<file path="src/rtl/uart_fifo_top.sv">
// UART top with run-time baud divisor, show-ahead TX/RX FIFOs, level/status
// outputs and sticky error flags, plus the shared package and TX/RX engines.
package uart_pkg;
  typedef enum logic [1:0] {PARITY_NONE, PARITY_EVEN, PARITY_ODD} parity_e;
endpackage

module uart_fifo #(
  parameter int unsigned WIDTH = 8,
  parameter int unsigned DEPTH = 16
) (
  input  logic                    clk,
  input  logic                    rst_n,
  input  logic                    push,
  input  logic                    pop,
  input  logic [WIDTH-1:0]        wdata,
  output logic [WIDTH-1:0]        rdata,
  output logic [$clog2(DEPTH):0]  level,
  output logic                    full,
  output logic                    empty
);
  localparam int unsigned AW = $clog2(DEPTH);

  logic [WIDTH-1:0] mem [DEPTH];
  logic [AW-1:0]    wr_ptr, rd_ptr;
  logic             do_push, do_pop;

  assign full    = (level == (AW+1)'(DEPTH));
  assign empty   = (level == '0);
  // A pop in the same cycle never makes room for a push into a full FIFO.
  assign do_push = push && !full;
  assign do_pop  = pop && !empty;
  assign rdata   = empty ? '0 : mem[rd_ptr];

  always_ff @(posedge clk) begin
    if (do_push) mem[wr_ptr] <= wdata;
  end

  always_ff @(posedge clk or negedge rst_n) begin
    if (!rst_n) begin
      wr_ptr <= '0;
      rd_ptr <= '0;
      level  <= '0;
    end else begin
      if (do_push) wr_ptr <= wr_ptr + 1'b1;
      if (do_pop)  rd_ptr <= rd_ptr + 1'b1;
      case ({do_push, do_pop})
        2'b10:   level <= level + 1'b1;
        2'b01:   level <= level - 1'b1;
        default: ;
      endcase
    end
  end
endmodule

module uart_tx #(
  parameter int unsigned       DATA_BITS   = 8,
  parameter int unsigned       STOP_BITS   = 1,
  parameter uart_pkg::parity_e PARITY_MODE = uart_pkg::PARITY_NONE
) (
  input  logic                 clk,
  input  logic                 rst_n,
  input  logic                 bit_tick,
  input  logic                 valid,
  input  logic [DATA_BITS-1:0] data,
  output logic                 ready,
  output logic                 busy,
  output logic                 txd
);
  typedef enum logic [2:0] {TX_IDLE, TX_START, TX_DATA, TX_PARITY, TX_STOP} tx_state_e;

  tx_state_e            state, state_n;
  logic [DATA_BITS-1:0] shreg;
  logic [3:0]           cnt;
  logic                 par_bit, txd_n, load, shift;

  always_ff @(posedge clk or negedge rst_n) begin
    if (!rst_n) begin
      state   <= TX_IDLE;
      txd     <= 1'b1;
      shreg   <= '0;
      cnt     <= '0;
      par_bit <= 1'b0;
    end else begin
      state <= state_n;
      txd   <= txd_n;
      if (load) begin
        shreg   <= data;
        par_bit <= (PARITY_MODE == uart_pkg::PARITY_ODD) ? ~^data : ^data;
      end else if (shift) begin
        shreg <= shreg >> 1;
      end
      if (bit_tick) cnt <= (state_n == state) ? cnt + 1'b1 : '0;
    end
  end

  // Handshake only on a bit boundary so each frame starts on bit_tick and
  // the next frame follows the last stop bit with no gap.
  always_comb begin
    state_n = state;
    txd_n   = txd;
    ready   = 1'b0;
    load    = 1'b0;
    shift   = 1'b0;
    case (state)
      TX_IDLE: if (bit_tick) begin
        ready = 1'b1;
        if (valid) begin
          load    = 1'b1;
          state_n = TX_START;
          txd_n   = 1'b0;
        end
      end
      TX_START: if (bit_tick) begin
        state_n = TX_DATA;
        txd_n   = shreg[0];
      end
      TX_DATA: if (bit_tick) begin
        if (cnt == 4'(DATA_BITS-1)) begin
          if (PARITY_MODE == uart_pkg::PARITY_NONE) begin
            state_n = TX_STOP;
            txd_n   = 1'b1;
          end else begin
            state_n = TX_PARITY;
            txd_n   = par_bit;
          end
        end else begin
          shift = 1'b1;
          txd_n = shreg[1];
        end
      end
      TX_PARITY: if (bit_tick) begin
        state_n = TX_STOP;
        txd_n   = 1'b1;
      end
      TX_STOP: if (bit_tick && cnt == 4'(STOP_BITS-1)) begin
        ready = 1'b1;
        if (valid) begin
          load    = 1'b1;
          state_n = TX_START;
          txd_n   = 1'b0;
        end else begin
          state_n = TX_IDLE;
        end
      end
      default: state_n = TX_IDLE;
    endcase
  end

  assign busy = (state != TX_IDLE);
endmodule

module uart_rx #(
  parameter int unsigned       OSR         = 16,
  parameter int unsigned       DATA_BITS   = 8,
  parameter uart_pkg::parity_e PARITY_MODE = uart_pkg::PARITY_NONE
) (
  input  logic                 clk,
  input  logic                 rst_n,
  input  logic                 osr_tick,
  input  logic                 rxd,
  output logic                 valid,
  output logic [DATA_BITS-1:0] data,
  output logic                 parity_err,
  output logic                 frame_err
);
  typedef enum logic [2:0] {RX_IDLE, RX_START, RX_DATA, RX_PARITY, RX_STOP} rx_state_e;
  localparam int unsigned CW = $clog2(OSR);

  rx_state_e            state, state_n;
  logic [1:0]           sync;
  logic                 rxs, sample, at_end, done, par_bit;
  logic [CW-1:0]        tcnt;
  logic [3:0]           bcnt;
  logic [DATA_BITS-1:0] shreg;

  assign rxs    = sync[1];
  assign at_end = osr_tick && (tcnt == CW'(OSR-1));
  assign data   = shreg;

  always_ff @(posedge clk or negedge rst_n) begin
    if (!rst_n) begin
      state      <= RX_IDLE;
      sync       <= 2'b11;
      tcnt       <= '0;
      bcnt       <= '0;
      shreg      <= '0;
      par_bit    <= 1'b0;
      valid      <= 1'b0;
      parity_err <= 1'b0;
      frame_err  <= 1'b0;
    end else begin
      state <= state_n;
      sync  <= {sync[0], rxd};
      if (osr_tick) tcnt <= (state_n != state || sample) ? '0 : tcnt + 1'b1;
      if (state == RX_START) bcnt <= '0;
      else if (sample) bcnt <= bcnt + 1'b1;
      if (sample) shreg <= {rxs, shreg[DATA_BITS-1:1]};
      if (state == RX_PARITY && at_end) par_bit <= rxs;
      valid      <= done;
      parity_err <= done && (PARITY_MODE != uart_pkg::PARITY_NONE) &&
                    ((^shreg ^ par_bit) != (PARITY_MODE == uart_pkg::PARITY_ODD));
      frame_err  <= done && !rxs;
    end
  end

  // Only the first stop bit is checked; any further stop time is line idle.
  always_comb begin
    state_n = state;
    sample  = 1'b0;
    done    = 1'b0;
    case (state)
      RX_IDLE:  if (osr_tick && !rxs) state_n = RX_START;
      RX_START: if (osr_tick && tcnt == CW'(OSR/2-1)) state_n = rxs ? RX_IDLE : RX_DATA;
      RX_DATA: if (at_end) begin
        sample = 1'b1;
        if (bcnt == 4'(DATA_BITS-1))
          state_n = (PARITY_MODE == uart_pkg::PARITY_NONE) ? RX_STOP : RX_PARITY;
      end
      RX_PARITY: if (at_end) state_n = RX_STOP;
      RX_STOP: if (at_end) begin
        done    = 1'b1;
        state_n = RX_IDLE;
      end
      default: state_n = RX_IDLE;
    endcase
  end
endmodule

module uart_fifo_top #(
  parameter int unsigned       OSR         = 16,
  parameter int unsigned       DATA_BITS   = 8,
  parameter int unsigned       STOP_BITS   = 1,
  parameter uart_pkg::parity_e PARITY_MODE = uart_pkg::PARITY_NONE,
  parameter int unsigned       TX_DEPTH    = 16,
  parameter int unsigned       RX_DEPTH    = 16,
  parameter int unsigned       DIV_W       = 16
) (
  input  logic                       clk,
  input  logic                       rst_n,
  input  logic [DIV_W-1:0]           baud_div,
  input  logic                       rxd,
  output logic                       txd,
  input  logic                       tx_valid,
  input  logic [DATA_BITS-1:0]       tx_data,
  output logic                       tx_ready,
  output logic                       rx_valid,
  output logic [DATA_BITS-1:0]       rx_data,
  input  logic                       rx_ready,
  output logic [$clog2(TX_DEPTH):0]  tx_level,
  output logic [$clog2(RX_DEPTH):0]  rx_level,
  output logic                       tx_idle,
  input  logic                       err_clr,
  output logic                       parity_err,
  output logic                       frame_err,
  output logic                       overrun_err
);
  logic [DIV_W-1:0]       div_cnt;
  logic [$clog2(OSR)-1:0] osr_cnt;
  logic                   osr_tick, bit_tick;
  logic                   tx_full, tx_empty, eng_ready, eng_busy;
  logic [DATA_BITS-1:0]   tx_head, rx_byte;
  logic                   rx_full, rx_empty, rx_done, rx_perr, rx_ferr;

  // >= lets a lowered baud_div take effect immediately instead of wrapping the counter.
  assign osr_tick = (div_cnt >= baud_div);
  assign bit_tick = osr_tick && (osr_cnt == '1);

  always_ff @(posedge clk or negedge rst_n) begin
    if (!rst_n) begin
      div_cnt <= '0;
      osr_cnt <= '0;
    end else begin
      div_cnt <= osr_tick ? '0 : div_cnt + 1'b1;
      if (osr_tick) osr_cnt <= osr_cnt + 1'b1;
    end
  end

  uart_fifo #(.WIDTH(DATA_BITS), .DEPTH(TX_DEPTH)) u_tx_fifo (
    .clk(clk), .rst_n(rst_n), .push(tx_valid), .pop(eng_ready && !tx_empty),
    .wdata(tx_data), .rdata(tx_head), .level(tx_level), .full(tx_full), .empty(tx_empty)
  );

  uart_tx #(.DATA_BITS(DATA_BITS), .STOP_BITS(STOP_BITS), .PARITY_MODE(PARITY_MODE)) u_tx (
    .clk(clk), .rst_n(rst_n), .bit_tick(bit_tick), .valid(!tx_empty), .data(tx_head),
    .ready(eng_ready), .busy(eng_busy), .txd(txd)
  );

  uart_rx #(.OSR(OSR), .DATA_BITS(DATA_BITS), .PARITY_MODE(PARITY_MODE)) u_rx (
    .clk(clk), .rst_n(rst_n), .osr_tick(osr_tick), .rxd(rxd), .valid(rx_done),
    .data(rx_byte), .parity_err(rx_perr), .frame_err(rx_ferr)
  );

  uart_fifo #(.WIDTH(DATA_BITS), .DEPTH(RX_DEPTH)) u_rx_fifo (
    .clk(clk), .rst_n(rst_n), .push(rx_done), .pop(rx_ready),
    .wdata(rx_byte), .rdata(rx_data), .level(rx_level), .full(rx_full), .empty(rx_empty)
  );

  assign tx_ready = !tx_full;
  assign rx_valid = !rx_empty;
  assign tx_idle  = tx_empty && !eng_busy;

  always_ff @(posedge clk or negedge rst_n) begin
    if (!rst_n) begin
      parity_err  <= 1'b0;
      frame_err   <= 1'b0;
      overrun_err <= 1'b0;
    end else begin
      parity_err  <= (rx_done && rx_perr) || (parity_err && !err_clr);
      frame_err   <= (rx_done && rx_ferr) || (frame_err && !err_clr);
      overrun_err <= (rx_done && rx_full) || (overrun_err && !err_clr);
    end
  end
endmodule

</file>
<file path="config.mk">
export PLATFORM = sky130hd
export DESIGN_NAME = uart_fifo_top
export DESIGN_NICKNAME = d
export VERILOG_FILES = /design/src/rtl/uart_fifo_top.sv
export SDC_FILE = /design/constraint.sdc
export NUM_CORES = 1
export LEC_CHECK = 0
export CELL_PAD_IN_SITES_DETAIL_PLACEMENT = 1
export CELL_PAD_IN_SITES_GLOBAL_PLACEMENT = 2
export CORE_MARGIN = 2
export CORE_UTILIZATION = 49
export DETAILED_ROUTE_END_ITERATION = 10
export PLACE_DENSITY_LB_ADDON = 0.1
export RECOVER_POWER = 25
export SLEW_MARGIN = 10
export SYNTH_ARGS = -nofsm -noshare
export SYNTH_HDL_FRONTEND = slang
export SYNTH_SLANG_ARGS = --single-unit
</file>
<file path="constraint.sdc">
create_clock -name clk -period 5.45 [get_ports clk]
set_input_delay 1.635 -clock clk [delete_from_list [all_inputs] [get_ports clk]]
set_output_delay 1.635 -clock clk [all_outputs]
set_load 0.03 [all_outputs]
</file>
======== Word level (Yosys, flattened, before mapping) ========
Memory sizes are Yosys's and may differ from the RTL's.
Cells that the tools add are included.
operators by class
  add/subtract/negate cells ............... 13
  $lt $le $gt $ge ......................... 1
  equal/unequal tests ..................... 26
  mux-type cells .......................... 53
  reductions and logical operators ........ 39
operator list
  operator                                                count
  2-to-1 mux 3 bit                                        13
  adder 4 x 1 -> 4 bit (second input constant)            8
  2-to-1 mux 8 bit                                        4
  one-hot mux 3 bit (5 select lines)                      2
  2-to-1 mux 1 bit                                        23
  one-hot mux 5 bit (2 select lines)                      2
  logical AND 1 bit                                       17
  adder 16 x 1 -> 16 bit (second input constant)          1
  greater-or-equal comparator 16 bit                      1
  2-to-1 mux 16 bit                                       1
  2-to-1 mux 4 bit                                        4
  == test 3 x 2 -> 1 bit (second input constant)          4
  == test 4 x 3 -> 1 bit (second input constant)          3
  adder 5 x 1 -> 5 bit (second input constant)            2
  == test 5 bit (second input constant)                   2
  logical NOT 5 bit                                       2
  inequality test 2 x 1 -> 1 bit (second input constant)  5
  subtractor 5 x 1 -> 5 bit (second input constant)       2
  == test 4 bit (second input constant)                   2
  nonzero test 2 bit                                      4
  logical NOT 1 bit                                       7
  == test 3 x 1 -> 1 bit (second input constant)          2
  == test 3 bit (second input constant)                   2
  logical NOT 3 bit                                       2
  other kinds (12)                                        17
storage, ports and cells
  register bits ........................... 88
  bits in writable memories ............... 256
  input bits .............................. 30
  output and inout bits ................... 25
  word-level logic and storage cells ...... 156
  memories kept ........................... 2
memories
  memory         words  width  rd ports  clocked after memory_dff  wr ports  RTL line  text
  u_rx_fifo.mem  16     8      1         0                         1         23        logic [WIDTH-1:0] mem [DEPTH];
  u_tx_fifo.mem  16     8      1         0                         1         23

======== Logic depth before layout (Yosys ltp) ========
Gate-level depths: netlist of run 1.
  depth in word-level cells ............... 9
  gate-level depth with buffers ........... 18

======== Modules after synthesis ========
Synthesis of run 1 repeated with hierarchy kept, for this count alone.
second synthesis, totals
  cells, all modules ...................... 959
  area, all modules ....................... 15249.6 µm²
by module, submodules not included
  module         times used  cells an instance  area each (µm²)  sequential area each (µm²)
  uart_fifo      2           308                5884.4           4169.0
  uart_fifo_top  1           162                1516.5           575.6
  uart_rx        1           89                 1034.7           578.1
  uart_tx        1           92                 929.6            401.6

======== Worst setup path after synthesis of run 1 ========
No wires, ideal clock.
  path type ............................... input port to flip-flop
  start ................................... input port baud_div[5]
  end ..................................... register u_tx_fifo.level[4]
  arrival ................................. 4.359 ns
  required time ........................... 5.314 ns
  setup slack ............................. 0.954 ns
  stages on the path ...................... 18
  path buffers ............................ 1
  path through ............................ inv_1 ha_1 a21o_1 a221oi_2 o21ai_1 a311o_2 buf_6 nand2_4 inv_2 ha_1 inv_1 fa_1 inv_1 a21o_1 a21oi_1 xnor2_1 nor2_1 xor2_1
between the ends
  word-level cells in the longest chain between the ends .. 9
  elaborated cells between the ends (all ways) .. 12
RTL lines
  element                                                                          RTL line  text
  start, declared                                                                  240       input logic [DIV_W-1:0] baud_div,
  greater-or-equal comparator 16 bit (*)                                           265       assign osr_tick = (div_cnt >= baud_div);
  logical AND 1 bit (*)                                                            266       assign bit_tick = osr_tick && (osr_cnt == '1);
  logical AND 1 bit                                                                135       TX_STOP: if (bit_tick && cnt == 4'(STOP_BITS-1)) begin
  2-to-1 mux 1 bit                                                                 135
  one-hot mux 1 bit (2 select lines) (*)                                           104       case (state)
  logical AND 1 bit (*)                                                            279       .clk(clk), .rst_n(rst_n), .push(tx_valid), .pop(eng_ready && !tx_empty),
  logical AND 1 bit (*)                                                            31        assign do_pop = pop && !empty;
  via u_tx_fifo.do_pop                                                             25        logic do_push, do_pop;
  == test 2 x 1 -> 1 bit / == test 2 bit (equally long branches)                   46        case ({do_push, do_pop})
  one-hot mux 5 bit (2 select lines) / nonzero test 2 bit (equally long branches)  -
  end signal, assigned                                                             47        2'b10: level <= level + 1'b1;
  end signal, assigned                                                             48        2'b01: level <= level - 1'b1;
  end, declared                                                                    17        output logic [$clog2(DEPTH):0] level,
Mark *: on every way through the listed nets, which the timed path passes. The rest lies on a longest branch.
A chain may end at the register's enable or synchronous reset.

======== Worst setup path in the final report of run 1 ========
Ends and elaborated chain as after synthesis.

==> metrics.txt, run 1 <==
# TYPE chip_impl_metric gauge
chip_impl_metric{name="layout_min_cycle_time",unit="ns"} 4.74
chip_impl_metric{name="timing.reg2reg.worst_path_depth",unit=""} 16
chip_impl_metric{name="power_leakage",unit="nW"} 5.88
chip_impl_metric{name="p_per_area",unit="mW/mm²"} 398
chip_impl_info{name="clock-root-buffer",value="clkbuf_16"} 1
chip_impl_metric{name="drtIter0Drc",unit=""} 460
chip_impl_info{name="timing.hold.worst_endpoint",value="u_rx.sync[1]$_DFF_PN1_"} 1
chip_impl_metric{name="skew",unit="ns"} 0.0166
chip_impl_metric{name="postRouteAntennaNets",unit=""} 0
chip_impl_metric{name="met1_usage",unit=""} 0.256
chip_impl_info{name="result_of_the_run",value="complete, but fails checks"} 1
chip_impl_info{name="synth_top_cell_by_area",value="edfxtp_1"} 1
chip_impl_metric{name="placed_cells_incl_taps",unit=""} 1309
chip_impl_info{name="layer_with_the_highest_usage_after_global_routing",value="met2"} 1
chip_impl_metric{name="port_buffers",unit=""} 54
chip_impl_metric{name="seq_area_frac_synth",unit=""} 0.676
chip_impl_metric{name="die-width",unit="µm"} 177
chip_impl_info{name="worst_r2r_startpoint",value="div_cnt[6]$_DFF_PN0_"} 1
chip_impl_metric{name="drt_wl_total",unit="µm"} 29400
chip_impl_metric{name="worst_setup_hold_path_clk_slew",unit="ns"} 0.06
chip_impl_info{name="worst_r2r_endpoint",value="u_tx_fifo.level[4]$_DFFE_PN0P_"} 1
chip_impl_info{name="worst-setup-path-type",value="input port to flip-flop"} 1
chip_impl_info{name="yosysMostFrequentCell",value="edfxtp_1"} 1
chip_impl_metric{name="number_of_enable_flip_flop_cells_after_synthesis",unit=""} 256
chip_impl_metric{name="layout_setup_ws",unit="ns"} 0.708
chip_impl_metric{name="design.die.area",unit="mm²"} 0.0313
chip_impl_info{name="primary_ff_master_synth",value="edfxtp_1"} 1
chip_impl_metric{name="syn2layout_area_growth",unit="%"} 14.9
chip_impl_metric{name="detailroute.via_count",unit=""} 7678
chip_impl_metric{name="setup_violations",unit=""} 0
chip_impl_metric{name="placementRows",unit=""} 63
chip_impl_metric{name="met2_usage",unit=""} 0.350
chip_impl_metric{name="cts_buffer_depth",unit=""} 3
chip_impl_metric{name="die_ht",unit="µm"} 177
chip_impl_metric{name="fin_cells",unit=""} 1376
chip_impl_info{name="violations",value="max-capacitance violations, max-slew violations"} 1
chip_impl_metric{name="detailed_place_hpwl",unit="µm"} 19700
chip_impl_info{name="grt_setup_unrepaired",value="no"} 1
chip_impl_metric{name="synth_fa_ha_area_frac",unit=""} 0.0369
chip_impl_info{name="netlist_top_cells_count",value="edfxtp_1, dfrtp_1, mux4_2"} 1
chip_impl_metric{name="yosys_warnings",unit=""} 0
chip_impl_metric{name="core_area",unit="mm²"} 0.0295
chip_impl_metric{name="postCtsSetupRepairBufs",unit=""} 0
chip_impl_metric{name="cts_num_sinks",unit=""} 344
chip_impl_metric{name="worst_ir_drop_vdd",unit="µV"} 384
chip_impl_metric{name="synth_area_in_xor_xnor",unit=""} 0.0233
chip_impl_metric{name="period_share",unit=""} 0.870
chip_impl_info{name="clock_tree_from_tritoncts",value="built"} 1
chip_impl_metric{name="achievable-frequency",unit="MHz"} 211
chip_impl_metric{name="synthDistinctLibCells",unit=""} 60
chip_impl_metric{name="synth_compound_area_frac",unit=""} 0.0360
chip_impl_metric{name="async_flop_share",unit=""} 0.256
chip_impl_metric{name="mean_syn_cell_area",unit="µm²"} 16.4
chip_impl_metric{name="globalplace.congestion",unit=""} 0.849
chip_impl_metric{name="setup-tns-final",unit="ns"} 0
chip_impl_metric{name="postSynthRegisterBits",unit=""} 344
chip_impl_metric{name="grt_antenna_before_repair",unit=""} 0
chip_impl_metric{name="final_layout_size_suffix_gt1_frac",unit=""} 0.180
chip_impl_metric{name="muxShareOfSynthArea",unit=""} 0.136
chip_impl_metric{name="wl_per_cell",unit="µm"} 21.3
chip_impl_metric{name="drt-pass1-iter-count",unit=""} 4
chip_impl_metric{name="fillerInstances",unit=""} 2759
chip_impl_info{name="hp-start",value="u_rx.sync[0]$_DFF_PN1_"} 1
chip_impl_metric{name="finalPower",unit="mW"} 6.69
chip_impl_metric{name="io-pin-count",unit=""} 55
chip_impl_metric{name="layout.nets",unit=""} 1030
chip_impl_info{name="synth_top_family_by_area",value="multiplexers"} 1
chip_impl_metric{name="post_synth_inst_count",unit=""} 892
chip_impl_metric{name="cell_area_after_technology_mapping",unit="mm²"} 0.0146
chip_impl_metric{name="global_route.overflow_total",unit=""} 0
chip_impl_metric{name="grt_util_all_layers",unit=""} 0.197
chip_impl_metric{name="cts_inserted_buffers",unit=""} 37
chip_impl_metric{name="whs_path_depth",unit=""} 0
chip_impl_metric{name="post_cts.resized_instances",unit=""} 0
chip_impl_info{name="min-delay-path-class",value="flip-flop to flip-flop"} 1
chip_impl_metric{name="synth_fp_nets",unit=""} 964
chip_impl_metric{name="drv_cap",unit=""} 1
chip_impl_metric{name="dp_worst_setup_slack",unit="ns"} 0.164
chip_impl_metric{name="crit_fanout",unit=""} 19
chip_impl_metric{name="ff2ff_setup_slack",unit="ns"} 1.90
chip_impl_info{name="critPathCaptureType",value="flip-flop"} 1
chip_impl_metric{name="cp.required",unit="ns"} 5.84
chip_impl_info{name="synth.area.top_cells",value="edfxtp_1, dfrtp_1, mux4_2, ha_1, nor2_1"} 1
chip_impl_metric{name="final-hold-violation-count",unit=""} 0
chip_impl_metric{name="via_count_of_the_first_global_routing_pass",unit=""} 8552
chip_impl_metric{name="start_util",unit=""} 0.496
chip_impl_info{name="timing.critical_path.from_type",value="input port"} 1
chip_impl_metric{name="cts_hold_buffers",unit=""} 0
chip_impl_metric{name="htree_num_levels",unit=""} 2
chip_impl_metric{name="maxSlewHeadroom",unit=""} -1.06
chip_impl_metric{name="synth_simple_gate_area_share",unit=""} 0.0673
chip_impl_metric{name="post_drt_via_cell_ratio",unit=""} 5.58
chip_impl_metric{name="diodes",unit=""} 0
chip_impl_metric{name="final-max-slew-violation-count",unit=""} 56
chip_impl_metric{name="gr-usage-met3",unit=""} 0.0273
chip_impl_metric{name="clock_latency",unit="ns"} 0.52
chip_impl_metric{name="critical_path_arrival",unit="ns"} 5.13
chip_impl_metric{name="drc",unit=""} 0
chip_impl_metric{name="worst_pin_slew",unit="ns"} 3.09
chip_impl_metric{name="global_route_wire_length_before_repair",unit="µm"} 47600
chip_impl_metric{name="post_synth_top_area_share",unit=""} 0.525
chip_impl_metric{name="maximum_number_of_pins_on_one_net_before_global_route_repair",unit=""} 56
## worst max-delay path, stage by stage
cell and delay (ns):
clkdlybuf4s50_1 0.46, inv_1 0.05, ha_1 0.30, and3_1 0.21
a221oi_2 0.20, o21ai_1 0.12, a311o_2 0.44, nand2_4 0.19
inv_2 0.13, ha_1 0.28, inv_1 0.13, fa_1 0.21
inv_1 0.06, a21o_1 0.17, a21oi_1 0.18, xnor2_1 0.15
nor2_1 0.07, xor2_1 0.14
## where the power goes
group	internal (mW)	leakage (nW)	total, mW	switching (mW)
combinational	0.449	2.05	1.02	0.571
sequential	3.00	3.25	3.18	0.183
clock	1.50	0.587	2.49	0.992
## kinds of logic (layout without fill, tap and decap cells)
| logic type | Yosys count | count (layout) |
|---|---|---|
| simple gates | 209 | 209 |
| compound gates | 74 | 74 |
| fa+ha+maj | 42 | 42 |
| buf+inv | 86 | 180 |
| mux | 98 | 98 |
| flops | 344 | 344 |
| xor+xnor | 39 | 39 |
## stage by stage
step	util	instance area (µm²)	hold slack, ns
after floorplan	-	14600	0.345
after global placement	0.529	15600	0.346
after detailed placement	0.529	15600	0.355
after CTS	0.570	16800	0.363
after global routing	0.570	16800	0.371
final	0.570	16800	0.364
## cell usage in the layout, fill, tap and decap left out, types with 3 or more instances in the layout
| cell | count |
|---|---|
| a21o_1 | 7 |
| a21oi_1 | 15 |
| a31oi_1 | 4 |
| and2_1 | 4 |
| and3_1 | 6 |
| buf_4 | 13 |
| bufinv_16 | 4 |
| clkbuf_1 | 8 |
| clkbuf_16 | 38 |
| clkdlybuf4s50_1 | 52 |
| clkinv_1 | 8 |
| clkinv_2 | 5 |
| dfrtp_1 | 82 |
| dfrtp_2 | 3 |
| dfstp_2 | 3 |
| edfxtp_1 | 256 |
| ha_1 | 40 |
| inv_1 | 44 |
| mux2_2 | 11 |
| mux2i_1 | 7 |
| mux4_2 | 80 |
| nand2_1 | 49 |
| nand2b_1 | 11 |
| nand3_1 | 24 |
| nand4_1 | 10 |
| nor2_1 | 70 |
| nor2b_1 | 11 |
| nor3_1 | 12 |
| nor4_1 | 3 |
| o211ai_1 | 4 |
| o21ai_0 | 20 |
| o22ai_1 | 4 |
| xnor2_1 | 22 |
| xor2_1 | 17 |
## per-layer routing
| layer | wire [µm] | vias up |
|---|---|---|
| met3 | 925 | 48 |
| met5 | 0 | - |
| met4 | 660 | 0 |
| met2 | 15200 | 114 |
| li1 | - | 3527 |
| met1 | 12600 | 3989 |
## registers in the layout, summed over array words and instances (netlist names), 5 cells and up
name             flops
div_cnt             16
u_rx.data            8
u_rx_fifo.level      5
u_rx_fifo.mem      128
u_tx.shreg           8
u_tx_fifo.level      5
u_tx_fifo.mem      128
## area by class of cell
type,instances,area (µm²),share of cell area
clock buffer,47,1000,0.0598
multi-input combinational,462,4390,0.261
clock inverter,20,206,0.0123
tap,390,488,0.0290
timing repair buffer,68,652,0.0388
sequential,344,9900,0.589
inverter,45,169,0.0101
## worst max path at each step
| stage | depth (start not counted) | slack [ns] | end | startpoint |
|---|---|---|---|---|
| 5_1_grt | 18 | 0.42 | u_tx_fifo.level[4]$_DFFE_PN0P_ | baud_div[5] |
| 4_1_cts | 18 | 0.70 | u_tx_fifo.level[4]$_DFFE_PN0P_ | baud_div[5] |
| 3_5_place_dp | 18 | 0.16 | u_tx_fifo.level[4]$_DFFE_PN0P_ | baud_div[5] |
| 3_3_place_gp | 18 | 0.34 | u_tx_fifo.level[4]$_DFFE_PN0P_ | baud_div[5] |
| 6_report | 18 | 0.71 | u_tx_fifo.level[4]$_DFFE_PN0P_ | baud_div[5] |
| 2_1_floorplan | 18 | 0.95 | u_tx_fifo.level[4]$_DFFE_PN0P_ | baud_div[5] |
Power figures use the tool's default switching activity.
==> run 2: changes to the inputs <==
Settings changed: CAP_MARGIN set to 30, GPL_ROUTABILITY_DRIVEN set to 0.
==> metrics.txt, run 2 (same netlist as run 1, synthesis figures left out) <==
# TYPE chip_impl_metric gauge
chip_impl_metric{name="port_buffers",unit=""} 54
chip_impl_metric{name="crit_fanout",unit=""} 19
chip_impl_info{name="ordered_cell_list_for_the_critical_path",value="clkdlybuf4s50_1, inv_1, ha_1, and3_1, a221oi_2, o21ai_1, a311o_2, nand2_4, inv_2, ha_1, inv_1, fa_1, inv_1, a21o_1, a21oi_1, xnor2_1, nor2_1, xor2_1"} 1
chip_impl_metric{name="design.die.area",unit="mm²"} 0.0313
chip_impl_metric{name="layout_setup_ws",unit="ns"} 0.707
chip_impl_info{name="worst_r2r_startpoint",value="div_cnt[6]$_DFF_PN0_"} 1
chip_impl_info{name="reg_top3",value="u_rx_fifo.mem x128, u_tx_fifo.mem x128, div_cnt x16"} 1
chip_impl_metric{name="fillerInstances",unit=""} 2762
chip_impl_metric{name="start_util",unit=""} 0.496
chip_impl_metric{name="worst_ir_drop_vdd",unit="µV"} 384
chip_impl_metric{name="final-max-slew-violation-count",unit=""} 56
chip_impl_metric{name="detailed_place_hpwl",unit="µm"} 19700
chip_impl_metric{name="wl_per_cell",unit="µm"} 21.2
chip_impl_metric{name="timing.reg2reg.worst_path_depth",unit=""} 16
chip_impl_metric{name="htree_num_levels",unit=""} 2
chip_impl_metric{name="timing.critical_path.buf_inv",unit=""} 5
chip_impl_metric{name="cts_num_sinks",unit=""} 344
chip_impl_metric{name="detailroute.via_count",unit=""} 7649
chip_impl_metric{name="via_count_of_the_first_global_routing_pass",unit=""} 8552
chip_impl_metric{name="postCtsSetupRepairBufs",unit=""} 0
chip_impl_metric{name="clock_latency",unit="ns"} 0.51
chip_impl_metric{name="critical_path_arrival",unit="ns"} 5.13
chip_impl_metric{name="drc",unit=""} 0
chip_impl_metric{name="drv_cap",unit=""} 1
chip_impl_metric{name="setup_violations",unit=""} 0
chip_impl_metric{name="postRouteAntennaNets",unit=""} 0
chip_impl_metric{name="whs_path_depth",unit=""} 0
chip_impl_metric{name="worst_pin_slew",unit="ns"} 3.10
chip_impl_info{name="critical_path.most_common_cell",value="inv_1"} 1
chip_impl_info{name="violations",value="max-capacitance violations, max-slew violations"} 1
chip_impl_info{name="critPathCaptureType",value="flip-flop"} 1
chip_impl_metric{name="drt_wl_total",unit="µm"} 29200
chip_impl_metric{name="die_ht",unit="µm"} 177
chip_impl_metric{name="layout_min_cycle_time",unit="ns"} 4.74
chip_impl_info{name="result_of_the_run",value="complete, but fails checks"} 1
chip_impl_info{name="worst_setup_path_startpoint",value="baud_div[5]"} 1
chip_impl_info{name="min-delay-path-class",value="flip-flop to flip-flop"} 1
chip_impl_info{name="grt_setup_unrepaired",value="no"} 1
chip_impl_info{name="worst-setup-path-type",value="input port to flip-flop"} 1
chip_impl_info{name="mostFrequentLayoutCells",value="edfxtp_1, dfrtp_1, mux4_2"} 1
chip_impl_metric{name="global_route_wire_length_before_repair",unit="µm"} 47600
chip_impl_metric{name="dp_worst_setup_slack",unit="ns"} 0.164
chip_impl_metric{name="setup-tns-final",unit="ns"} 0
chip_impl_info{name="layout_commonest_cell",value="edfxtp_1"} 1
chip_impl_metric{name="post_cts.resized_instances",unit=""} 0
chip_impl_metric{name="core_area",unit="mm²"} 0.0295
chip_impl_metric{name="diodes",unit=""} 0
chip_impl_metric{name="layout.nets",unit=""} 1033
chip_impl_metric{name="maxSlewHeadroom",unit=""} -1.06
chip_impl_metric{name="cts_hold_buffers",unit=""} 0
chip_impl_metric{name="global_route.overflow_total",unit=""} 0
chip_impl_metric{name="final_layout_size_suffix_gt1_frac",unit=""} 0.182
chip_impl_metric{name="io-pin-count",unit=""} 55
chip_impl_metric{name="power_leakage",unit="nW"} 5.90
chip_impl_metric{name="post_drt_via_cell_ratio",unit=""} 5.55
chip_impl_metric{name="cp_num_cells",unit=""} 18
chip_impl_metric{name="skew",unit="ns"} 0.0145
chip_impl_metric{name="drt-pass1-iter-count",unit=""} 4
chip_impl_metric{name="p_per_area",unit="mW/mm²"} 397
chip_impl_metric{name="grt_antenna_before_repair",unit=""} 0
chip_impl_metric{name="worst_setup_hold_path_clk_slew",unit="ns"} 0.06
chip_impl_info{name="critical_path.slowest_cell",value="clkdlybuf4s50_1"} 1
chip_impl_metric{name="die-width",unit="µm"} 177
chip_impl_info{name="hp-start",value="u_rx.sync[0]$_DFF_PN1_"} 1
chip_impl_info{name="clock_tree_from_tritoncts",value="built"} 1
chip_impl_metric{name="period_share",unit=""} 0.870
chip_impl_metric{name="ff_latch_area",unit="mm²"} 0.00990
chip_impl_metric{name="cp.required",unit="ns"} 5.83
chip_impl_metric{name="placementRows",unit=""} 63
chip_impl_metric{name="grt_util_all_layers",unit=""} 0.197
chip_impl_metric{name="final-hold-violation-count",unit=""} 0
chip_impl_metric{name="syn2layout_area_growth",unit="%"} 15.0
chip_impl_metric{name="cts_inserted_buffers",unit=""} 37
chip_impl_metric{name="crit_path_max_incr_delay",unit="ns"} 0.46
chip_impl_metric{name="multi_input_comb_area",unit="mm²"} 0.00439
chip_impl_info{name="critical-path-top-delay-family",value="compound AO/OA/AOI/OAI gates"} 1
chip_impl_info{name="clock-root-buffer",value="clkbuf_16"} 1
chip_impl_info{name="timing.critical_path.from_type",value="input port"} 1
chip_impl_metric{name="achievable-frequency",unit="MHz"} 211
chip_impl_metric{name="cts_buffer_depth",unit=""} 3
chip_impl_metric{name="drtIter0Drc",unit=""} 513
chip_impl_metric{name="maximum_number_of_pins_on_one_net_before_global_route_repair",unit=""} 56
[run 2: cell types whose count changed in the layout (fill, tap and decap cells not counted)]
cell   previous run  this run
buf_4            13        16
[run 2: layout make-up]
class	count	area share
Sequential cell	344	0.588
Multi-Input combinational cell	462	0.261
Clock buffer	47	0.0597
Timing Repair Buffer	71	0.0401
Tap cell	390	0.0290
Clock inverter	20	0.0123
Inverter	45	0.0100
[run 2: final timing paths]
check | to | slack [ns]
max | u_tx_fifo.level[4]$_DFFE_PN0P_ | 0.71
min | u_rx.sync[1]$_DFF_PN1_ | 0.36
max reg2reg | u_tx_fifo.level[4]$_DFFE_PN0P_ | 1.90
min reg2reg | u_rx.sync[1]$_DFF_PN1_ | 0.36
max in group asynchronous | u_tx_fifo.rd_ptr[1]$_DFFE_PN0P_ | 1.31
min in group asynchronous | u_rx_fifo.level[3]$_DFFE_PN0P_ | 2.13
[run 2: power breakdown]
| part | internal (mW) | switching, mW | total, mW |
|---|---|---|---|
| Clock | 1.50 | 0.989 | 2.48 |
| Combinational | 0.449 | 0.570 | 1.02 |
| Sequential | 3.00 | 0.181 | 3.18 |
[run 2: worst reg2reg max path, stage by stage (launching register included)]
cell and delay, ns:
dfrtp_1 0.46, ha_1 0.33, and3_1 0.18, a221oi_2 0.20, o21ai_1 0.12, a311o_2 0.44
nand2_4 0.19, inv_2 0.13, ha_1 0.28, inv_1 0.13, fa_1 0.21, inv_1 0.06
a21o_1 0.17, a21oi_1 0.18, xnor2_1 0.15, nor2_1 0.07, xor2_1 0.14
[run 2: layer usage]
layer  up-vias  GRT usage  routed length [µm]
li1       3529          -                   -
met1      3955      0.256               12300
met2       122      0.350               15200
met3        43     0.0273                 997
met4         0     0.0523                 600
met5         -          0                   0
[run 2: metrics by stage]
stage,instances,power (mW),area [µm²],hold slack [ns],util
final,1379,6.68,16800,0.364,0.571
after global routing,1379,6.97,16800,0.371,0.571
after CTS,1376,6.77,16800,0.363,0.570
after detailed placement,1309,4.27,15600,0.355,0.529
after global placement,1309,4.20,15600,0.346,0.529
after floorplan,892,3.88,14600,0.345,-
==> run 3: changes to the inputs <==
Settings changed: SYNTH_HIERARCHICAL set to 1.
==> metrics.txt, run 3 <==
# TYPE chip_impl_metric gauge
chip_impl_info{name="result_of_the_run",value="complete, but fails checks"} 1
chip_impl_info{name="violations",value="max-capacitance violations, max-slew violations"} 1
chip_impl_metric{name="internal_power",unit="mW"} 5.58
chip_impl_metric{name="maximum_number_of_pins_on_one_net_before_global_route_repair",unit=""} 36
chip_impl_metric{name="critical_path_arrival",unit="ns"} 5.45
chip_impl_metric{name="async_flop_share",unit=""} 0.256
chip_impl_metric{name="yosys_warnings",unit=""} 6
chip_impl_metric{name="detailroute.via_count",unit=""} 8167
chip_impl_info{name="ordered_cell_list_for_the_critical_path",value="clkdlybuf4s50_1, inv_1, ha_1, nand4_1, nor2_1, o2111ai_1, o211a_4, nor2_1, and3_1, nor2b_1, nand2_1, inv_1, ha_1, xor2_1, ha_1, o211a_1, o21ai_0, o41ai_1, nor4_1"} 1
chip_impl_metric{name="synth_fp_nets",unit=""} 1029
chip_impl_info{name="clock_tree_from_tritoncts",value="built"} 1
chip_impl_metric{name="drt_wl_total",unit="µm"} 30700
chip_impl_info{name="worst_r2r_startpoint",value="div_cnt[13]$_DFF_PN0_"} 1
chip_impl_metric{name="setup_violations",unit=""} 0
chip_impl_info{name="primary_ff_master_synth",value="edfxtp_1"} 1
chip_impl_info{name="worst_r2r_endpoint",value="u_tx_fifo/level[4]$_DFFE_PN0P_"} 1
chip_impl_info{name="worst-setup-path-type",value="input port to flip-flop"} 1
chip_impl_metric{name="global_route.overflow_total",unit=""} 0
chip_impl_metric{name="global_route_wire_length_before_repair",unit="µm"} 49400
chip_impl_metric{name="timing.hold.ws",unit="ns"} 0.356
chip_impl_metric{name="clockPowerShare",unit=""} 0.302
chip_impl_info{name="critical_path.most_common_cell",value="ha_1"} 1
chip_impl_metric{name="drtIter0Drc",unit=""} 394
chip_impl_info{name="reg_top3",value="u_rx_fifo/mem x128, u_tx_fifo/mem x128, div_cnt x16"} 1
chip_impl_metric{name="switching_share",unit=""} 0.303
chip_impl_metric{name="drc",unit=""} 0
chip_impl_metric{name="seq_area_frac_synth",unit=""} 0.649
chip_impl_info{name="timing.hold.worst_endpoint",value="u_rx/sync[1]$_DFF_PN1_"} 1
chip_impl_metric{name="post_cts.resized_instances",unit=""} 0
chip_impl_metric{name="cts_buffer_depth",unit=""} 3
chip_impl_metric{name="mean_syn_cell_area",unit="µm²"} 15.9
chip_impl_metric{name="worst_setup_hold_path_clk_slew",unit="ns"} 0.06
chip_impl_metric{name="port_buffers",unit=""} 54
chip_impl_metric{name="design.die.area",unit="mm²"} 0.0325
chip_impl_metric{name="post_synth_top_area_share",unit=""} 0.504
chip_impl_metric{name="htree_num_levels",unit=""} 2
chip_impl_metric{name="layout.nets",unit=""} 1096
chip_impl_metric{name="cell_area_after_technology_mapping",unit="mm²"} 0.0152
chip_impl_metric{name="cp.required",unit="ns"} 5.85
chip_impl_metric{name="power_leakage",unit="nW"} 6.13
chip_impl_metric{name="drt-pass1-iter-count",unit=""} 4
chip_impl_info{name="min-delay-path-class",value="flip-flop to flip-flop"} 1
chip_impl_info{name="critPathCaptureType",value="flip-flop"} 1
chip_impl_metric{name="worst_pin_slew",unit="ns"} 1.93
chip_impl_metric{name="via_count_of_the_first_global_routing_pass",unit=""} 8773
chip_impl_metric{name="layout_min_cycle_time",unit="ns"} 5.05
chip_impl_info{name="yosysMostFrequentCell",value="edfxtp_1"} 1
chip_impl_metric{name="ff2ff_setup_slack",unit="ns"} 1.57
chip_impl_metric{name="dpl_cell_area",unit="mm²"} 0.0161
chip_impl_metric{name="die-width",unit="µm"} 180
chip_impl_metric{name="maxSlewHeadroom",unit=""} -0.286
chip_impl_info{name="layout_commonest_cell",value="edfxtp_1"} 1
chip_impl_metric{name="grt_antenna_before_repair",unit=""} 0
chip_impl_info{name="grt_setup_unrepaired",value="no"} 1
chip_impl_metric{name="p_per_area",unit="mW/mm²"} 464
chip_impl_metric{name="io-pin-count",unit=""} 55
chip_impl_metric{name="postRouteAntennaNets",unit=""} 0
chip_impl_metric{name="post_drt_via_cell_ratio",unit=""} 5.64
chip_impl_metric{name="fin_area",unit="mm²"} 0.0172
chip_impl_metric{name="final_layout_size_suffix_gt1_frac",unit=""} 0.162
chip_impl_metric{name="synthDistinctLibCells",unit=""} 77
chip_impl_metric{name="postSynthRegisterBits",unit=""} 344
chip_impl_metric{name="setup-tns-final",unit="ns"} 0
chip_impl_info{name="hp-start",value="u_rx/sync[0]$_DFF_PN1_"} 1
chip_impl_info{name="timing.critical_path.from_type",value="input port"} 1
chip_impl_metric{name="die_ht",unit="µm"} 180
chip_impl_metric{name="cts_num_sinks",unit=""} 344
chip_impl_metric{name="detailed_place_hpwl",unit="µm"} 19700
chip_impl_metric{name="seqPwrFrac",unit=""} 0.426
chip_impl_metric{name="whs_path_depth",unit=""} 0
chip_impl_metric{name="finalPower",unit="mW"} 8.00
chip_impl_metric{name="grt_util_all_layers",unit=""} 0.193
chip_impl_metric{name="final-hold-violation-count",unit=""} 0
chip_impl_metric{name="core_area",unit="mm²"} 0.0306
chip_impl_metric{name="crit_path_max_incr_delay",unit="ns"} 0.45
chip_impl_metric{name="placementRows",unit=""} 64
chip_impl_metric{name="number_of_enable_flip_flop_cells_after_synthesis",unit=""} 256
chip_impl_metric{name="wl_per_cell",unit="µm"} 21.2
chip_impl_metric{name="achievable-frequency",unit="MHz"} 198
chip_impl_metric{name="cts_hold_buffers",unit=""} 0
chip_impl_metric{name="start_util",unit=""} 0.499
chip_impl_info{name="synth_top_cell_by_area",value="edfxtp_1"} 1
chip_impl_metric{name="postCtsSetupRepairBufs",unit=""} 0
chip_impl_metric{name="post_synth_inst_count",unit=""} 959
chip_impl_metric{name="combinationalPowerShare",unit=""} 0.271
chip_impl_info{name="netlist_top_cells_count",value="edfxtp_1, dfrtp_1, nor2_1"} 1
chip_impl_metric{name="skew",unit="ns"} 0.0157
chip_impl_metric{name="drv_cap",unit=""} 3
chip_impl_metric{name="worst_ir_drop_vdd",unit="µV"} 415
chip_impl_info{name="critical_path.slowest_cell",value="clkdlybuf4s50_1"} 1
chip_impl_metric{name="final-max-slew-violation-count",unit=""} 93
chip_impl_info{name="synth.area.top_cells",value="edfxtp_1, dfrtp_1, mux4_2, mux4_1, ha_1"} 1
chip_impl_metric{name="clock_latency",unit="ns"} 0.51
chip_impl_metric{name="crit_fanout",unit=""} 7
chip_impl_info{name="mostFrequentLayoutCells",value="edfxtp_1, dfrtp_1, nor2_1"} 1
chip_impl_metric{name="syn2layout_area_growth",unit="%"} 13.1
chip_impl_metric{name="timing.reg2reg.worst_path_depth",unit=""} 17
chip_impl_metric{name="period_share",unit=""} 0.927
chip_impl_metric{name="switching_power",unit="mW"} 2.42
chip_impl_metric{name="cts_inserted_buffers",unit=""} 37
chip_impl_metric{name="fillerInstances",unit=""} 2838
chip_impl_metric{name="diodes",unit=""} 0
chip_impl_info{name="clock-root-buffer",value="clkbuf_16"} 1
run 3: cell types whose count changed in the layout (fill, tap and decap cells not counted), sizes merged, moves of 10 or more:
| cell | delta |
|---|---|
| nand3 | -10 |
| mux4 | -16 |
| clkbuf | +12 |
| mux2 | +20 |
| o21ai | +23 |
| mux2i | +17 |
run 3: power by group through the flow:
stage / Sequential [mW] / Combinational (mW) / Clock [mW]
5_1_grt: 3.46 / 2.37 / 2.58
6_report: 3.41 / 2.17 / 2.42
4_1_cts: 3.41 / 2.22 / 2.48
3_3_place_gp: 3.45 / 2.16 / 0
3_5_place_dp: 3.46 / 2.20 / 0
2_1_floorplan: 3.37 / 1.68 / 0
run 3: cell type report:
| cell class | count | area, µm² | share of cell area |
|---|---|---|---|
| Clock inverter | 8 | 86.3 | 0.00501 |
| Clock buffer | 57 | 1080 | 0.0628 |
| Inverter | 48 | 183 | 0.0106 |
| Tap cell | 396 | 495 | 0.0287 |
| Multi-Input combinational cell | 523 | 4840 | 0.281 |
| Sequential cell | 344 | 9890 | 0.574 |
| Timing Repair Buffer | 72 | 662 | 0.0384 |
run 3: critical path, delay by kind of cell:
kind | cells | cell delay [ns]
simple gates | 7 | 1.27
compound gates | 5 | 0.98
fa+ha+maj | 3 | 0.84
buf+inv | 3 | 0.61
xor+xnor | 1 | 0.12
run 3: how the worst max path moves through the flow:
stage,start,to,cells past startpoint,slack (ns)
finish,baud_div[13],u_tx_fifo/level[4]$_DFFE_PN0P_,19,0.40
global route,baud_div[13],u_tx_fifo/level[4]$_DFFE_PN0P_,19,0.003
CTS,baud_div[13],u_tx_fifo/level[4]$_DFFE_PN0P_,19,0.40
detailed placement,baud_div[13],u_tx_fifo/level[4]$_DFFE_PN0P_,19,-0.06
global placement,baud_div[13],u_tx_fifo/level[4]$_DFFE_PN0P_,19,0.10
floorplan,baud_div[13],u_tx_fifo/level[4]$_DFFE_PN0P_,21,0.13
run 3: per-layer routing:
layer  vias to the layer above  track usage  share of wire
li1                       3806            -              -
met1                      4215        0.268           0.47
met2                       111        0.324           0.49
met3                        35       0.0285          0.029
met4                         0       0.0448          0.014
met5                         -            0              0
run 3: kinds of logic (layout without fill, tap and decap cells):
kind of cell,Yosys count,in the layout,share of synthesized area
AO/OA/AOI/OAI,114,114,0.0514
XOR/XNOR,38,38,0.0218
adder cells (fa/ha/maj),40,40,0.0328
buffers and inverters,92,185,0.0344
flip-flops,344,344,0.649
multiplexers,119,119,0.138
other,1,1,0.000246
AND/OR/NAND/NOR,211,211,0.0723
run 3: metrics by stage:
step | setup slack (ns) | util | cells
final | 0.397 | 0.564 | 1448
after global routing | 0.00337 | 0.564 | 1448
after CTS | 0.403 | 0.564 | 1448
after detailed placement | -0.0614 | 0.526 | 1383
after global placement | 0.104 | 0.526 | 1383
after floorplan | 0.128 | - | 959
